**config.mk**
```make
export PLATFORM = sky130hd
export DESIGN_NAME = lfsr_gen_flat
export DESIGN_NICKNAME = d
export VERILOG_FILES = /design/src/rtl/lfsr_gen_if.sv /design/src/rtl/lfsr_gen.sv /design/src/flat_wrapper.sv
export SDC_FILE = /design/constraint.sdc
export NUM_CORES = 1
export LEC_CHECK = 0
export BUFFER_PORTS_ARGS = -buffer_cell sky130_fd_sc_hd__buf_2
export CORE_AREA = 2 2 39 41
export DETAILED_ROUTE_END_ITERATION = 12
export DIE_AREA = 0 0 41 43
export SYNTH_ARGS = -nofsm -noshare
export SYNTH_HDL_FRONTEND = slang
export SYNTH_SLANG_ARGS = --single-unit
export TNS_END_PERCENT = 5
```
**constraint.sdc**
```tcl
create_clock -name clk -period 2.5 [get_ports clk]
set_input_delay 0.5 -clock clk [delete_from_list [all_inputs] [get_ports clk]]
set_output_delay 0.5 -clock clk [all_outputs]
set_load 0.005 [all_outputs]
```
**src/rtl/lfsr_gen_if.sv**
```systemverilog
`default_nettype none
// ============================================================================
//  Module      : lfsr_gen_if
//  Description : Control / data bundle for the lfsr_gen pseudo-random
//                generator.
//                  en       - advance the register by STEP shifts
//                  load     - capture seed_in this cycle (wins over en)
//                  seed_in  - run-time seed value
//                  data_out - current register state
//                  bit_out  - serial output, MSB of data_out
//                  wrap     - one-cycle strobe, an advance returned to SEED
//                  lock_err - one-cycle strobe, an all-zero state was replaced
//  Revision    : 1.0 - initial release
// ============================================================================
interface lfsr_gen_if #(
    parameter int WIDTH = 7
);
    logic             en;
    logic             load;
    logic [WIDTH-1:0] seed_in;
    logic [WIDTH-1:0] data_out;
    logic             bit_out;
    logic             wrap;
    logic             lock_err;

    // Controlling side (drives en/load/seed_in)
    modport master (
        output en, load, seed_in,
        input  data_out, bit_out, wrap, lock_err
    );

    // Generator side
    modport slave (
        input  en, load, seed_in,
        output data_out, bit_out, wrap, lock_err
    );
endinterface
`default_nettype wire

```
**src/rtl/lfsr_gen.sv**
```systemverilog
`default_nettype none
// ============================================================================
//  Module      : lfsr_gen
//  Description : Parametrised Fibonacci LFSR. Shifts left, the XOR of the
//                tapped bits enters the LSB. Each enabled cycle applies STEP
//                shifts combinationally. Supports run-time seed loading,
//                all-zero lock-up recovery, a serial output and a strobe when
//                the sequence returns to SEED.
//  Ports       : clk       - rising-edge clock
//                rst       - asynchronous active-high reset
//                bus       - lfsr_gen_if.slave (en, load, seed_in, data_out,
//                            bit_out, wrap, lock_err)
//  Revision    : 1.0 - initial release
// ============================================================================
module lfsr_gen #(
    parameter int               WIDTH = 7,
    parameter logic [WIDTH-1:0] TAPS  = 7'h44,
    parameter logic [WIDTH-1:0] SEED  = {{(WIDTH-1){1'b0}}, 1'b1},
    parameter int               STEP  = 1
) (
    input  wire logic   clk,
    input  wire logic   rst,
    lfsr_gen_if.slave   bus
);

    // ------------------------------------------------------------------
    // Elaboration-time parameter legality
    // ------------------------------------------------------------------
    if (WIDTH < 3 || WIDTH > 32) begin : g_width_chk
        $error("lfsr_gen: WIDTH must be in 3..32");
    end
    if (STEP < 1 || STEP > WIDTH) begin : g_step_chk
        $error("lfsr_gen: STEP must be in 1..WIDTH");
    end
    if (SEED == '0) begin : g_seed_chk
        $error("lfsr_gen: SEED must be non-zero");
    end

    // ------------------------------------------------------------------
    // State
    // ------------------------------------------------------------------
    logic [WIDTH-1:0] r_sreg_q;
    logic [WIDTH-1:0] w_sreg_d;
    logic             r_wrap_q;
    logic             w_wrap_d;
    logic             r_lock_err_q;
    logic             w_lock_err_d;
    logic [WIDTH-1:0] w_stepped;

    // One Fibonacci shift: MSB falls off, parity of tapped bits enters LSB.
    function automatic logic [WIDTH-1:0] f_shift(input logic [WIDTH-1:0] s);
        return {s[WIDTH-2:0], ^(s & TAPS)};
    endfunction

    // STEP shifts unrolled into a single combinational cone.
    always_comb begin
        w_stepped = r_sreg_q;
        for (int i = 0; i < STEP; i++) begin
            w_stepped = f_shift(w_stepped);
        end
    end

    // Next-state selection: load beats en beats hold. Both strobes default
    // low so they only ever last one cycle unless re-triggered.
    always_comb begin
        w_sreg_d     = r_sreg_q;
        w_wrap_d     = 1'b0;
        w_lock_err_d = 1'b0;
        if (bus.load) begin
            if (bus.seed_in != '0) begin
                w_sreg_d = bus.seed_in;
            end else begin
                // A zero seed would lock the register; substitute SEED.
                w_sreg_d     = SEED;
                w_lock_err_d = 1'b1;
            end
        end else if (bus.en) begin
            if (r_sreg_q == '0) begin
                // Zero state (upset or degenerate taps): recover, no wrap.
                w_sreg_d     = SEED;
                w_lock_err_d = 1'b1;
            end else begin
                w_sreg_d = w_stepped;
                w_wrap_d = (w_stepped == SEED);
            end
        end
    end

    always_ff @(posedge clk or posedge rst) begin
        if (rst) begin
            r_sreg_q     <= SEED;
            r_wrap_q     <= 1'b0;
            r_lock_err_q <= 1'b0;
        end else begin
            r_sreg_q     <= w_sreg_d;
            r_wrap_q     <= w_wrap_d;
            r_lock_err_q <= w_lock_err_d;
        end
    end

    assign bus.data_out = r_sreg_q;
    assign bus.bit_out  = r_sreg_q[WIDTH-1];
    assign bus.wrap     = r_wrap_q;
    assign bus.lock_err = r_lock_err_q;

endmodule
`default_nettype wire

```
**src/flat_wrapper.sv**
```systemverilog
// flat-port wrapper written by rule: the top's interface ports become plain ports
module lfsr_gen_flat 
#(
    parameter int               WIDTH = 7,
    parameter logic [WIDTH-1:0] TAPS  = 7'h44,
    parameter logic [WIDTH-1:0] SEED  = {{(WIDTH-1){1'b0}}, 1'b1},
    parameter int               STEP  = 1
)
  (clk, rst, bus_en, bus_load, bus_seed_in, bus_data_out, bus_bit_out, bus_wrap, bus_lock_err);
  lfsr_gen_if #(.WIDTH(WIDTH)) bus_i ();
  input  wire logic clk;
  input  wire logic rst;
  input wire logic [$bits(bus_i.en)-1:0] bus_en;
  input wire logic [$bits(bus_i.load)-1:0] bus_load;
  input wire logic [$bits(bus_i.seed_in)-1:0] bus_seed_in;
  output wire logic [$bits(bus_i.data_out)-1:0] bus_data_out;
  output wire logic [$bits(bus_i.bit_out)-1:0] bus_bit_out;
  output wire logic [$bits(bus_i.wrap)-1:0] bus_wrap;
  output wire logic [$bits(bus_i.lock_err)-1:0] bus_lock_err;
  assign bus_i.en = bus_en;
  assign bus_i.load = bus_load;
  assign bus_i.seed_in = bus_seed_in;
  assign bus_data_out = bus_i.data_out;
  assign bus_bit_out = bus_i.bit_out;
  assign bus_wrap = bus_i.wrap;
  assign bus_lock_err = bus_i.lock_err;
  lfsr_gen #(.WIDTH(WIDTH), .TAPS(TAPS), .SEED(SEED), .STEP(STEP)) u_core (.clk(clk), .rst(rst), .bus(bus_i));
endmodule
```
Yosys cells after proc, flatten, opt, wreduce, memory -nomap -nowiden
Cells that the tools add are included.
- logic and storage cells: 19
- output and inout bits: 10
- input bits: 11
- bits in registers: 9
- reduce and logical (&&, ||, !) cells: 4
- muxes and demuxes: 11
- equality and inequality tests: 1
- operators by type and width (kind ; count):
    two-way mux 7 bit ; 4
    == test 7 x 1 -> 1 bit (second input constant) ; 1
    zero test 7 bit ; 1
    two-way mux 1 bit ; 7
    nonzero test 7 bit ; 1
    parity 7 bit ; 1
    nonzero test 2 bit ; 1

Logic depth before layout (Yosys ltp)
- depth after elaboration: 5
- depth in mapped cells: 4
- depth with buffers taken out: 3

Worst setup path before layout
OpenSTA, ideal clock, no wires.
- path kind: input to register
- start: in bus_en
- end: reg u_core.r_sreg_q[0], in the netlist u_core.bus.data_out[0]
- cell stages on the path: 4
- required time: 2.419 ns
- setup time: 0.081 ns
- path slack: 1.337 ns
- buffers on the path: 1
- data arrival time: 1.082 ns
- cell sequence: buf_6 -> nor4b_2 -> nand2_1 -> o2111ai_2
- cells in the longest elaborated chain, start to end: 1
- RTL lines (item ; line ; text):
    start: declaration ; flat_wrapper.sv:13 ; input wire logic [$bits(bus_i.en)-1:0] bus_en;
    nonzero test 2 bit (no line) ; -- ;
    end signal: assignment ; lfsr_gen.sv:95 ; r_sreg_q <= w_sreg_d;
    end: declaration ; lfsr_gen.sv:42 ; logic [WIDTH-1:0] r_sreg_q;
Every way passes these cells.
A chain may end at the register's enable or synchronous reset.

Final worst setup path
- start: reg u_core.r_sreg_q[0], in the netlist u_core.bus.data_out[0]
- end: out bus_data_out[0]
- RTL lines (item ; line ; text):
    end: declaration ; flat_wrapper.sv:16 ; output wire logic [$bits(bus_i.data_out)-1:0] bus_data_out;
No word-level cell between the ends.

==> run metrics <==
Worst-Skew Late Latency 260 ps; final-stage net count 78; Fin Setup TNS 0 ps; Post-DP HPWL 751 um; first-pass GRT wire length 1540 um; vias in the first global route 358; crit path from u_core.bus.data_out[0]; min Tclk post-route 1430 ps; clock tree buffer depth 2; post-synth cell types 20; Total GRT Usage 13.0%; vias 417; worst reg2reg setup slack 1400 ps; Die Y 43 um; RSZ-0062 raised after global routing no; I/O Pins 21; Power Density 587 nW/um^2; H-tree depth 1; Initial Util 33.8%; Peak VDD IR 239 uV; CTS tree built; Iteration-0 DRC Markers 1; max_cap viols 0; Crit Reg-Reg Startpoint u_core.bus.data_out[3]; Final Cycle Share 57.3%; CP peak stage delay 560 ps; status complete, no violations; core area 1380 um^2; Post-DP Area 566 um^2; worst hold path class primary input to asynchronous set/reset pin; vias per inst 5.09; CP Max Fanout 4; postcts setup bufs 0; Syn Inst Count 45; Final Max Slew Viols 0; largest net degree at the start of global routing 16; total detailed-routing wirelength 980 um; number of remaining DRC errors 0; crit path kind flip-flop to primary output; Setup crit start kind flip-flop; Routed wire per std cell 12.0 um; Crit path required time 2000 ps; DR pass1 iterations 3; Seq/Total Area, Yosys 48.4%; worst path cell trace buf_2; crit path DAT 930 ps; Total Die Area 1760 um^2; # hold bufs at CTS 0; FMAX 698 MHz; clk slew on worst S/H paths 60 ps; Worst Setup End Kind primary output; IO buf count 20; Hold Vio Cnt, Final 0; CTS Buf Count 3; number of diodes 0; CP max stage cell dfstp_2; Antenna Nets Post-Route 0; share of cells above drive strength 1 40.9%; Worst slew margin 78.0%; Layout Area Growth over Synthesis 26.5%; initial antenna violation count 0; syn avg cell area 10.4 um^2; worst path bufs/invs 1; CTS root buf clkbuf_4; Setup Skew 4.69 ps; cell family with most CP delay flip-flops; YS warnings 0; Remaining Overflow, GRT 0; Final setup viols 0; Worst Tran Pin Value 329 ps; Leak Pwr 0.294 nW; GPL Wtd Cong 0.696; post-route cell area 592 um^2; clk sink count 9; Synth Register Bits 9; # rows 14; Resize count post-CTS 0; Cell Area, Synth 468 um^2; syn nets 56; die width 41 um
-- final cells by class --
class                      instances  area, um^2
inverter                           1        3.75
sequential                         9         226
tap                               16        20.0
fill                             139         792
clock buffer                       4        26.3
timing repair buffer              20         100
multi-input combinational         32         215
-- kinds of logic (layout without fill, tap and decap cells) --
kind of cell              Yosys count  count (layout)  synth area share, %
AOI/OAI and AO/OA                   9               9                 13.1
xor gates and xnor gates            1               1                 1.87
buffers and inverters               4              25                 5.61
DFF                                 9               9                 48.4
muxes                               5               5                 10.7
and+or+nand+nor                    17              17                 20.3
-- worst paths after layout --
check	end	cells after the start
setup / recovery	bus_data_out[0]	1
hold / removal	u_core.bus.wrap	2
setup reg to reg	u_core.bus.data_out[0]	3
hold reg to reg	u_core.bus.wrap	1
max in group asynchronous	u_core.bus.data_out[0]	2
min in group clk	u_core.bus.data_out[1]	3
-- state kept, by name (all words and copies together), names as in the netlist --
| name | count |
|---|---|
| u_core.bus.wrap | 1 |
| u_core.bus.data_out | 7 |
| u_core.bus.lock_err | 1 |
-- stage by stage --
stage | instances | total power, mW | hold WS [ps] | utilization, % | setup slack, ps
finish | 82 | 0.347 | 182 | 42.8 | 1070
global route | 82 | 0.370 | 221 | 42.8 | 1030
CTS | 82 | 0.354 | 192 | 42.8 | 1050
detailed placement | 78 | 0.241 | 476 | 40.9 | 1130
global placement | 78 | 0.240 | 473 | 40.9 | 1160
floorplan | 45 | 0.213 | 327 | - | 1340
-- power breakdown --
| group | internal, mW | total, mW | switching, mW |
|---|---|---|---|
| combinational | 0.0321 | 0.0608 | 0.0287 |
| sequential | 0.160 | 0.176 | 0.0166 |
| clock | 0.0614 | 0.110 | 0.0490 |
-- cell usage after synthesis, drive strengths merged --
| master | number | area (um^2) |
|---|---|---|
| xnor2 | 1 | 8.76 |
| buf | 2 | 18.8 |
| nor4b | 1 | 15.0 |
| mux2i | 5 | 50.1 |
| dfrtp | 8 | 200 |
| nand2 | 7 | 26.3 |
| o21ai | 6 | 30.0 |
| dfstp | 1 | 26.3 |
| o2111ai | 1 | 15.0 |
| nor2 | 3 | 11.3 |
| a211oi | 1 | 7.51 |
| a211o | 1 | 8.76 |
| nor3b | 1 | 12.5 |
| inv | 1 | 3.75 |
| nor2b | 2 | 12.5 |
| nand3 | 1 | 5.00 |
| clkbuf | 1 | 3.75 |
| nor4 | 2 | 12.5 |
-- cell usage in the layout (no fill, tap or decap) --
cell,synthesis,layout
buf_2,0,20
dfrtp_1,8,8
nand2_1,7,7
mux2i_1,5,5
o21ai_0,5,5
nor2_1,3,3
clkbuf_4,0,3
nor2b_1,2,2
nor4_1,2,2
a211oi_1,1,1
nor4b_2,1,1
nand3_1,1,1
o21ai_1,1,1
nor3b_2,1,1
inv_1,1,1
xnor2_1,1,1
a211o_1,1,1
o2111ai_2,1,1
clkbuf_1,1,1
dfstp_2,1,1
-- metal layers --
layer / up-vias / routed length, um / global-route usage (%)
met5: - / 0 / 0
met4: 0 / 20 / 8.00
met3: 4 / 82 / 3.66
met2: 18 / 424 / 16.6
met1: 195 / 453 / 18.5
li1: 200 / - / -
Note: power is estimated with default switching activity, not from simulation.
